## config.mk

```make
export PLATFORM = sky130hd
export DESIGN_NAME = layer_compositor
export DESIGN_NICKNAME = d
export VERILOG_FILES = /design/src/rtl/layer_compositor.sv
export SDC_FILE = /design/constraint.sdc
export NUM_CORES = 1
export LEC_CHECK = 0
export CAP_MARGIN = 20
export CORE_MARGIN = 8
export CORE_UTILIZATION = 41
export DETAILED_ROUTE_END_ITERATION = 10
export PLACE_DENSITY = 0.81
export SLEW_MARGIN = 20
export SYNTH_ARGS = -nofsm -noshare
export SYNTH_HDL_FRONTEND = slang
export SYNTH_SLANG_ARGS = --single-unit
```

## constraint.sdc

```tcl
create_clock -name i_clk -period 1.54 [get_ports i_clk]
set_input_delay 0.308 -clock i_clk [delete_from_list [all_inputs] [get_ports i_clk]]
set_output_delay 0.308 -clock i_clk [all_outputs]
set_load 0.02 [all_outputs]
```

## src/rtl/layer_compositor.sv

```systemverilog
// Two-stage per-pixel layer compositor with priority select over a background colour.
// Optional per-frame layer collision reporting is built when LAYER_COMPOSITOR_COLLISION_EN is defined.
module layer_compositor #(
  parameter int unsigned N_LAYERS = 4,
  parameter logic [7:0]  BG_RED   = 8'h00,
  parameter logic [7:0]  BG_GREEN = 8'h00,
  parameter logic [7:0]  BG_BLUE  = 8'h20
) (
  input  logic                      i_clk,
  input  logic                      i_rst_n,
  input  logic                      i_de,
  input  logic                      i_v_sync,
  input  logic [N_LAYERS-1:0]       i_layer_hit,
  input  logic [24*N_LAYERS-1:0]    i_layer_rgb,
  output logic [7:0]                o_red,
  output logic [7:0]                o_green,
  output logic [7:0]                o_blue,
  output logic                      o_de,
  output logic                      o_v_sync,
  output logic [N_LAYERS-1:0]       o_collision_mask,
  output logic                      o_collision_valid
);

  // Stage 1: capture inputs; hits are qualified by active video here.
  logic [N_LAYERS-1:0]    hit_q;
  logic [24*N_LAYERS-1:0] rgb_q;
  logic                   de_q;
  logic                   vs_q;

  always_ff @(posedge i_clk) begin
    if (!i_rst_n) begin
      hit_q <= '0;
      rgb_q <= '0;
      de_q  <= 1'b0;
      vs_q  <= 1'b0;
    end else begin
      hit_q <= i_layer_hit & {N_LAYERS{i_de}};
      rgb_q <= i_layer_rgb;
      de_q  <= i_de;
      vs_q  <= i_v_sync;
    end
  end

  // Stage 2: priority select. Only a hit layer's colour is ever routed, so
  // undriven colours of non-hit layers never reach the outputs.
  logic [23:0] pix_d;
  logic [23:0] pix_q;
  logic        de_out_q;
  logic        vs_out_q;
  logic        found;

  always_comb begin
    pix_d = '0;
    found = 1'b0;
    if (de_q) begin
      pix_d = {BG_RED, BG_GREEN, BG_BLUE};
      for (int unsigned k = 0; k < N_LAYERS; k++) begin
        if (!found && hit_q[k]) begin
          pix_d = rgb_q[24*k +: 24];
          found = 1'b1;
        end
      end
    end
  end

  always_ff @(posedge i_clk) begin
    if (!i_rst_n) begin
      pix_q    <= '0;
      de_out_q <= 1'b0;
      vs_out_q <= 1'b0;
    end else begin
      pix_q    <= pix_d;
      de_out_q <= de_q;
      vs_out_q <= vs_q;
    end
  end

  assign o_red    = pix_q[23:16];
  assign o_green  = pix_q[15:8];
  assign o_blue   = pix_q[7:0];
  assign o_de     = de_out_q;
  assign o_v_sync = vs_out_q;

`ifdef LAYER_COMPOSITOR_COLLISION_EN
  localparam logic [N_LAYERS-1:0] One = 1;

  logic [N_LAYERS-1:0] active;
  logic [N_LAYERS-1:0] contrib;
  logic [N_LAYERS-1:0] acc_d;
  logic [N_LAYERS-1:0] acc_q;
  logic [N_LAYERS-1:0] mask_d;
  logic [N_LAYERS-1:0] mask_q;
  logic                vs_prev_q;
  logic                frame_edge;
  logic                valid_q;

  always_comb begin
    active     = i_layer_hit & {N_LAYERS{i_de}};
    // Clearing the lowest set bit leaves something only if two or more layers hit.
    contrib    = ((active & (active - One)) != '0) ? active : '0;
    frame_edge = i_v_sync & ~vs_prev_q;
    acc_d      = frame_edge ? contrib : (acc_q | contrib);
    mask_d     = frame_edge ? acc_q : mask_q;
  end

  always_ff @(posedge i_clk) begin
    if (!i_rst_n) begin
      acc_q     <= '0;
      mask_q    <= '0;
      vs_prev_q <= 1'b0;
      valid_q   <= 1'b0;
    end else begin
      acc_q     <= acc_d;
      mask_q    <= mask_d;
      vs_prev_q <= i_v_sync;
      valid_q   <= frame_edge;
    end
  end

  assign o_collision_mask  = mask_q;
  assign o_collision_valid = valid_q;
`else
  assign o_collision_mask  = '0;
  assign o_collision_valid = 1'b0;
`endif

endmodule

```

==> impl_metrics.ini <==
[finish]
finish.utilization_pct = 63.4
final_cell_mix = dfxtp_1, clkdlybuf4s50_1, and2_1
layout-drive-gt1-share_pct = 11.1
multiInputGateArea_sq_um = 1460
ff_latch_area_sq_um = 2570
diodes = 0
nFillCells = 776
areaGrowthSynthToFinish_pct = 50.3
fin_nets = 605
final_common_cell = dfxtp_1

[synth]
synth-main-ff-cell = dfxtp_1
synth_edf_count = 0
muxShareOfSynthArea_pct = 0
syn_avg_cell_area_sq_um = 11.2
synth_cells = 369
ys_seq_elements = 128
yosys_warnings = 0
synth_area_sq_um = 4120
synth_cell_types = 20
async_reset_ff_share_pct = 0
synth_top_family_by_area = simple AND/OR/NAND/NOR gates
synth_seq_area_share_pct = 62.2
synthXorXnorAreaFrac_pct = 0
synthAdderAreaFrac_pct = 0
synth.area.top_cells = dfxtp_1, and2_1, o221a_1
synth_top_cell_by_area = dfxtp_1
synth_top_area_share_pct = 62.2
yosys.area_share.simple_pct = 18.8
synth_compound_area_share_pct = 14.5

[routing]
wire_per_inst_um = 16.4
first_pass_iters = 4
dr_total_vias = 3032
ant_nets = 0
route.detailed.drc = 0
initialDrtViolationCount = 147
drt-total-wl_mm = 10.6
viasPerCell = 4.69

[pwr]
total_switching_power_mw = 1.66
internal_power_mw = 6.51
pwr-share-clk_pct = 49.7
p_per_area_nw_per_um2 = 1320
finalPower_mw = 8.17
p_leak_nw = 2.62
pwr-share-comb_pct = 7.2
vdd_drop_max_mv = 0.849
pwr-share-seq_pct = 43.1
swShare_pct = 20.3

[critical_path]
crit_path_top_delay_cell = or3b_4
critical_path_class = flip-flop to flip-flop
crit_start = hit_q[1]$_SDFF_PN0_
crit_required_ns = 1.93
arrival_ns = 1.90
path_cells = buf_4 -> or3b_4 -> nand2b_4 -> o221a_1
rr_startpoint = hit_q[1]$_SDFF_PN0_
critPathLaunchType = flip-flop
endpoint_kind = flip-flop
max_stage_delay_ns = 0.40
path_max_fanout = 11

[timing]
slew_violations = 0
finClkSkew_ns = 0.0146
period_needed_ns = 1.52
hold_viol = 0
tns_ns = 0
post-route-period-util_pct = 98.5
clock.fmax_mhz = 660
setup_viol = 0
fin_ws_ns = 0.0238

[floorplanning]
die_x_um = 116
start_util_pct = 42.2
io_pins = 135
row_count = 36
die_h_um = 116
core-area_sq_um = 9770
die_area_sq_um = 13500

[outcome]
outcome = finished clean

[worst_hold_path]
worstHoldPathType = input pin to flip-flop
hp-start = i_rst_n

[placed_design]
place.gp.congestion = 0.760
placement.io_buffers = 129
dp_hpwl_mm = 7.19
pre_cts_ws_ns = -0.120

[cts]
htreeDepth = 4
clockBufferDepth = 2
cts_num_sinks = 128
cts_root_buffer = clkbuf_8
cts_made_buffers = 17
clock_latency_ns = 0.51
clkTransAtPathRegs_ns = 0.06
cts_tree = done

[global_routing]
grt-ovfl-total = 0
grt_max_degree = 49
grt_pass1_vias = 3389
antenna_found_initial = 0
grt.total_usage_pct = 15.8
grt_pass1_wl_mm = 16.2

[run]
maxCapViolCount = 0
## logic make-up after synthesis
| group | after synthesis |
|---|---|
| flip-flops | 128 |
| AND/OR/NAND/NOR | 131 |
| other | 1 |
| AO/OA/AOI/OAI | 73 |
| buffers and inverters | 36 |
## repair_timing
action	in CTS	in global routing
pin swaps	0	2
hold buffers	0	0
setup endpoints to repair	49	22
cloned	2	0
gates resized for setup	33	8
setup buffers	0	2
## stage by stage
| step | hold slack, ns | instances | cell area [sq um] |
|---|---|---|---|
| 3_3_place_gp | 0.421 | 611 | 5510 |
| 2_1_floorplan | 0.412 | 373 | 4140 |
| 3_5_place_dp | 0.426 | 611 | 5510 |
| 6_report | 0.333 | 647 | 6200 |
| 4_1_cts | 0.317 | 645 | 6140 |
| 5_1_grt | 0.339 | 647 | 6200 |
## cell usage after synthesis, types with 2 or more instances
library cell  instances
a21oi_1              25
a22o_1               23
and2_1              100
and3_1                4
buf_1                 2
buf_2                 5
buf_4                 5
buf_6                 3
clkbuf_1             19
dfxtp_1             128
inv_1                 2
nand2_1              23
nor3b_1               2
o221a_1              19
o221a_2               4
## critical path, delay by kind of cell, from the launching register on
kind / cells / cell delay (ns)
flops: 1 / 0.33
compound gates: 1 / 0.28
buf+inv: 1 / 0.13
simple gates: 2 / 0.65
## state kept, by name, summed over array words and instances (netlist names)
signal,count
o_v_sync,1
de_q,1
pix_q,24
vs_q,1
hit_q,4
o_de,1
rgb_q,96
## power groups by stage
| stage | Sequential, mW | Combinational [mW] | Clock [mW] |
|---|---|---|---|
| after floorplan | 3.58 | 0.229 | 0 |
| after global placement | 3.58 | 0.564 | 0 |
| after detailed placement | 3.58 | 0.577 | 0 |
| after CTS | 3.52 | 0.586 | 4.13 |
| after global routing | 3.53 | 0.638 | 4.30 |
| final | 3.52 | 0.589 | 4.06 |
## path summary, 6_finish.rpt
kind,slack [ns],depth (start not counted),endpoint
max reg2reg,0.02,4,pix_q[7]$_SDFF_PN0_
min,0.33,3,rgb_q[5]$_SDFF_PN0_
max,0.02,4,pix_q[7]$_SDFF_PN0_
min reg2reg,0.43,1,o_v_sync$_SDFF_PN0_
## layout make-up
class | instances | share of cell area [%]
multi-input combinational | 211 | 23.6
tap | 133 | 2.69
timing repair buffer | 141 | 22.2
clock inverter | 13 | 2.99
clock buffer | 19 | 6.97
inverter | 2 | 0.121
sequential | 128 | 41.4
## layer usage
| metal | vias up | track usage, % | routed length [um] |
|---|---|---|---|
| li1 | 1502 | - | - |
| met3 | 12 | 4.29 | 624 |
| met5 | - | 0 | 0 |
| met4 | 0 | 7.69 | 188 |
| met1 | 1416 | 16.2 | 4120 |
| met2 | 102 | 29.2 | 5680 |
(Power assumes the default switching activity.)
